--- src/rtl/lru_pkg.sv ---
// Shared types and constants for the LRU buffer access arbiter.
// The package holds the state encoding, default widths and the pointer wrap helper.
package lru_pkg;

    localparam int unsigned DATA_W_DEF   = 12;
    localparam int unsigned LRU_MIN_BUSY = 11;
    localparam int unsigned IDX_W        = 2;
    localparam int unsigned MAX_REQ      = 4;

    typedef enum logic [1:0] {
        IDLE  = 2'd0,
        ISSUE = 2'd1,
        WAIT  = 2'd2,
        DONE  = 2'd3
    } state_t;

    // Next requester index after idx, wrapping modulo n.
    function automatic logic [IDX_W-1:0] wrap_inc(input logic [IDX_W-1:0] idx,
                                                  input int unsigned      n);
        logic [31:0] nxt;
        nxt = 32'(idx) + 32'd1;
        return (nxt >= n) ? '0 : IDX_W'(nxt);
    endfunction

endpackage

--- src/rtl/rr_pick.sv ---
// Combinational round-robin selector: the first set request bit at or above
// rr_ptr, wrapping modulo N_REQ.
module rr_pick
    import lru_pkg::*;
#(
    parameter int unsigned N_REQ = 4
) (
    input  logic [N_REQ-1:0] req,
    input  logic [IDX_W-1:0] rr_ptr,
    output logic [N_REQ-1:0] sel,
    output logic [IDX_W-1:0] sel_idx,
    output logic             any
);

    logic [IDX_W-1:0] pos;

    always_comb begin
        sel     = '0;
        sel_idx = '0;
        any     = 1'b0;
        pos     = '0;
        for (int unsigned k = 0; k < N_REQ; k++) begin
            pos = IDX_W'((32'(rr_ptr) + k) % N_REQ);
            if (!any && req[pos]) begin
                any      = 1'b1;
                sel_idx  = pos;
                sel[pos] = 1'b1;
            end
        end
    end

endmodule

--- src/rtl/lru_access_arbiter.sv ---
// Serialises up to four requesters onto one LRU buffer write port, holding
// each entry stable for a fixed service window and reporting completion.
module lru_access_arbiter
    import lru_pkg::*;
#(
    parameter int unsigned N_REQ       = 4,
    parameter int unsigned DATA_W      = DATA_W_DEF,
    parameter int unsigned BUSY_CYCLES = 12,
    parameter int unsigned CNT_W       = 8
) (
    input  logic                    clk,
    input  logic                    rst,
    input  logic [N_REQ-1:0]        req,
    input  logic [N_REQ*DATA_W-1:0] req_data,
    output logic [N_REQ-1:0]        gnt,
    output logic [N_REQ-1:0]        done,
    output logic                    lru_valid,
    output logic [DATA_W-1:0]       lru_data,
    output logic                    busy,
    output logic [IDX_W-1:0]        last_src,
    output logic [CNT_W-1:0]        txn_count
);

    localparam int unsigned WAIT_W = $clog2(BUSY_CYCLES);

    // Elaboration-time guards on the parameter ranges.
    if (BUSY_CYCLES < LRU_MIN_BUSY) begin : g_busy_chk
        $error("BUSY_CYCLES below the buffer's worst-case miss path");
    end
    if (N_REQ < 2 || N_REQ > MAX_REQ) begin : g_nreq_chk
        $error("N_REQ must be in 2..4");
    end

    state_t            state_q;
    state_t            state_d;
    logic [IDX_W-1:0]  rr_ptr_q;
    logic [IDX_W-1:0]  rr_ptr_d;
    logic [WAIT_W-1:0] cnt_q;
    logic [WAIT_W-1:0] cnt_d;

    logic [N_REQ-1:0]  gnt_d;
    logic [N_REQ-1:0]  done_d;
    logic              lru_valid_d;
    logic [DATA_W-1:0] lru_data_d;
    logic              busy_d;
    logic [IDX_W-1:0]  last_src_d;
    logic [CNT_W-1:0]  txn_count_d;

    logic [N_REQ-1:0]  pick_sel;
    logic [IDX_W-1:0]  pick_idx;
    logic              pick_any;

    rr_pick #(
        .N_REQ (N_REQ)
    ) u_rr_pick (
        .req     (req),
        .rr_ptr  (rr_ptr_q),
        .sel     (pick_sel),
        .sel_idx (pick_idx),
        .any     (pick_any)
    );

    // State register.
    always_ff @(posedge clk) begin
        if (!rst) begin
            state_q <= IDLE;
        end else begin
            state_q <= state_d;
        end
    end

    // Next-state logic.
    always_comb begin
        state_d = state_q;
        unique case (state_q)
            IDLE:    if (pick_any) state_d = ISSUE;
            ISSUE:   state_d = WAIT;
            WAIT:    if (cnt_q == '0) state_d = DONE;
            DONE:    state_d = IDLE;
            default: state_d = IDLE;
        endcase
    end

    // Next values of the registered outputs and internal bookkeeping.
    always_comb begin
        rr_ptr_d    = rr_ptr_q;
        cnt_d       = cnt_q;
        gnt_d       = gnt;
        done_d      = done;
        lru_valid_d = lru_valid;
        lru_data_d  = lru_data;
        last_src_d  = last_src;
        txn_count_d = txn_count;
        busy_d      = (state_d != IDLE);
        unique case (state_q)
            IDLE: begin
                if (pick_any) begin
                    lru_data_d  = req_data[32'(pick_idx)*DATA_W +: DATA_W];
                    gnt_d       = pick_sel;
                    lru_valid_d = 1'b1;
                    last_src_d  = pick_idx;
                end
            end
            ISSUE: begin
                lru_valid_d = 1'b0;
                cnt_d       = WAIT_W'(BUSY_CYCLES - 1);
            end
            WAIT: begin
                if (cnt_q != '0) begin
                    cnt_d = cnt_q - WAIT_W'(1);
                end else begin
                    // gnt is still one-hot on the served requester here.
                    gnt_d    = '0;
                    done_d   = gnt;
                    rr_ptr_d = wrap_inc(last_src, N_REQ);
                    if (txn_count != '1) begin
                        txn_count_d = txn_count + CNT_W'(1);
                    end
                end
            end
            DONE: begin
                done_d = '0;
            end
            default: begin
                done_d = '0;
            end
        endcase
    end

    // Output and bookkeeping registers.
    always_ff @(posedge clk) begin
        if (!rst) begin
            rr_ptr_q  <= '0;
            cnt_q     <= '0;
            gnt       <= '0;
            done      <= '0;
            lru_valid <= 1'b0;
            lru_data  <= '0;
            busy      <= 1'b0;
            last_src  <= '0;
            txn_count <= '0;
        end else begin
            rr_ptr_q  <= rr_ptr_d;
            cnt_q     <= cnt_d;
            gnt       <= gnt_d;
            done      <= done_d;
            lru_valid <= lru_valid_d;
            lru_data  <= lru_data_d;
            busy      <= busy_d;
            last_src  <= last_src_d;
            txn_count <= txn_count_d;
        end
    end

endmodule

--- config.mk ---
export PLATFORM = sky130hd
export DESIGN_NAME = lru_access_arbiter
export DESIGN_NICKNAME = d
export VERILOG_FILES = /design/src/rtl/lru_pkg.sv /design/src/rtl/rr_pick.sv /design/src/rtl/lru_access_arbiter.sv
export SDC_FILE = /design/constraint.sdc
export NUM_CORES = 1
export LEC_CHECK = 0
export CAP_MARGIN = 20
export CORE_ASPECT_RATIO = 1.1
export CORE_MARGIN = 2
export CORE_UTILIZATION = 46
export CTS_CLUSTER_DIAMETER = 30
export DETAILED_ROUTE_END_ITERATION = 10
export PLACE_DENSITY = 0.8
export REMOVE_ABC_BUFFERS = 1
export SLEW_MARGIN = 20
export SYNTH_ARGS = -nofsm -noshare
export SYNTH_HDL_FRONTEND = slang
export SYNTH_SLANG_ARGS = --single-unit
export TNS_END_PERCENT = 5
--- constraint.sdc ---
create_clock -name clk -period 2.75 [get_ports clk]
set_input_delay 0.275 -clock clk [delete_from_list [all_inputs] [get_ports clk]]
set_output_delay 0.275 -clock clk [all_outputs]
set_load 0.005 [all_outputs]
==> reports/results.ini <==
[worst_setup_path]
critPathBufInv = 2
worstPathRequired_ns = 2.92
crit_path_start_kind = flip-flop
crit_slowest_cell = mux4_2
cp_cell_sequence = inv_1 -> ha_1 -> mux4_2 -> nand2b_1 -> a22oi_2 -> buf_12 -> mux2i_1 -> o221ai_2
cpPeakStageDelay_ns = 0.46
critical-path-top-delay-family = multiplexers
end_kind = flip-flop
path_max_fanout = 25
cp_data_arrival_time_ns = 2.62
path_class = reg -> reg

[clock_tree]
cts_root_buf = clkbuf_8
cts-hold-fix-buffers = 0
post_cts_buffers = 0
cts_resized = 0
cts_tree = built
numCtsBuffers = 5
clk-insertion-delay-late_ns = 0.29
clkTransAtPathRegs_ns = 0.08
cts.sinks = 40
h-tree-depth = 2
cts_buffer_depth = 2

[placed_design]
placed_area_mm2 = 0.00351
pre_cts_slack_ns = 0.134
hpwl_um = 5070
io_buffers = 85
gp_congestion = 0.902

[logic_synthesis]
synthFlopType = dfxtp_1
ys_types = 48
synth-xor-area-share_pct = 2.37
synth_top_family_by_area = simple AND/OR/NAND/NOR gates
ys_ff_latch = 40
ys_seq_area_share_pct = 30.9
synthAdderAreaFrac_pct = 7.73
avgSynthCellArea_um2 = 9.55
syn_inst = 271
ys_warn_count = 0
synth-compound-area-share_pct = 18.4
synth_edf_count = 0
synth.mux.area_fraction_pct = 14.7
synth-async-reset-ratio_pct = 0
synthSimpleGateAreaFrac_pct = 19.9
syn_area_mm2 = 0.00259

[die]
die_x_um = 75.5
placementRows = 28
fp.dieArea_mm2 = 0.00624
core-area_mm2 = 0.00540
ioPinCount = 86
start_util_pct = 48.0
die_h_um = 82.7

[pwr]
p_per_area_mw_per_mm2 = 806
ir_drop_uv = 574
p_leak_nw = 1.43

[grt]
grt_overflow_total = 0
grt_pass1_wl_um = 10400
grt.total_usage_pct = 21.8
grt_pass1_vias = 2248
antenna_found_initial = 0
grt_max_degree = 26

[layout]
antennaDiodeCount = 0
drive_gt1_share_pct = 12.3
area_delta_synth_final_pct = 39.6
fin_area_mm2 = 0.00361
mostFrequentLayoutCell = clkdlybuf4s50_1
fin_nets = 427
layout_common_cells = 85 x clkdlybuf4s50_1, 40 x dfxtp_1, 32 x nand2_1, 29 x mux2i_1
final_util_pct = 67.0
n_fill_cell = 440

[status]
outcome = finished, final reports clean

[timing]
finClkSkew_ns = 0.00820
slew_violations = 0
final-hold-violation-count = 0
setup_viol = 0
worstMarginPinSlew_ns = 0.721
rsz0062_at_grt = false
period_share_pct = 88.9
relSlewSlack_pct = 51.8
fmax_ghz = 0.409
fin_ws_ns = 0.305
timing.hold.ws_ns = 0.483
period_needed_ns = 2.45
tns_ns = 0

[routing]
totalWireLength_um = 6640
num_vias = 2323
drtPass1Iterations = 4
via_per_inst = 5.36
drcViolationCount = 0
drtIter0Drc = 94
ant_nets = 0
avgRoutedWirePerCell_um = 15.3

[run]
cap_violations = 0

[min_path]
hp-class = reg -> reg

## layout make-up
class	count	area (um^2)	area share (%)
multi-input cells	205	1640	45.3
repair buffers	95	938	26.0
flip-flops and latches	40	801	22.2
well taps	75	93.8	2.60
clock buffers	6	72.6	2.01
inverters	10	37.5	1.04
clock inverters	2	35.0	0.969
## metrics by stage
step | std cells | power [mW]
3_5_place_dp | 425 | 2.44
6_report | 433 | 2.91
3_3_place_gp | 425 | 2.40
5_1_grt | 433 | 3.12
2_1_floorplan | 255 | 1.82
4_1_cts | 433 | 2.93
## per-layer routing
metal | global-route usage, % | routed length (um) | vias to the layer above
met5 | 0 | 0 | -
met2 | 38.1 | 3070 | 97
li1 | - | - | 1155
met3 | 6.31 | 659 | 11
met1 | 26.0 | 2840 | 1060
met4 | 5.44 | 70 | 0
## registers in the layout, indices dropped and copies added, names as in the netlist
signal     flops
last_src       2
done           4
cnt_q          4
txn_count      8
lru_valid      1
rr_ptr_q       2
state_q        2
lru_data      12
busy           1
gnt            4
## tightest hold or removal path, delay by kind of cell, from the launching register on
family,cells,cell delay [ns]
AO/OA/AOI/OAI,1,0.05
flip-flops,1,0.33
AND/OR/NAND/NOR,1,0.06
## Yosys cell counts (all sizes together), types with 2 or more instances
master  number  area share (%)
mux4         3             2.6
a211o        4             1.4
nand2b       3             1.0
mux2i       29              11
nand3       17             3.5
mux2         2            0.87
nand2       32             4.6
o21ai       10             1.9
inv         10             1.5
nor3b        2            0.58
nor2b       11             2.7
o221ai      12             6.7
clkbuf       8             1.2
a21boi       6             1.7
or2          2            0.48
o21a         2            0.58
o22ai        2            0.48
dfxtp       40              31
nor2         7             1.0
xor2         3             1.0
ha          16             7.7
and2        10             2.4
nor3         2            0.82
a22oi       10             2.9
buf          8             3.4
xnor2        4             1.4
a21oi        4            0.77
## cells by family after synthesis
family / Yosys count
adders and majority gates: 16
buffers and inverters: 26
DFF: 40
xor gates and xnor gates: 7
muxes: 34
AOI/OAI and AO/OA: 55
and+or+nand+nor: 93
## path summary, 6_finish.rpt
kind | startpoint | end | slack [ns] | cells after the start
max | rr_ptr_q[0] | lru_data[8] | 0.30 | 8
min | gnt[2] | gnt[2] | 0.48 | 2
max reg2reg | rr_ptr_q[0] | lru_data[8] | 0.30 | 8
min reg2reg | gnt[2] | gnt[2] | 0.48 | 2
## where the power goes
part	internal, mW	leakage (nW)	switching [mW]
registers	0.756	0.327	0.122
clock network	0.269	0.0552	0.205
logic	0.810	1.05	0.750
No activity file was read; power rests on OpenSTA's default activity.
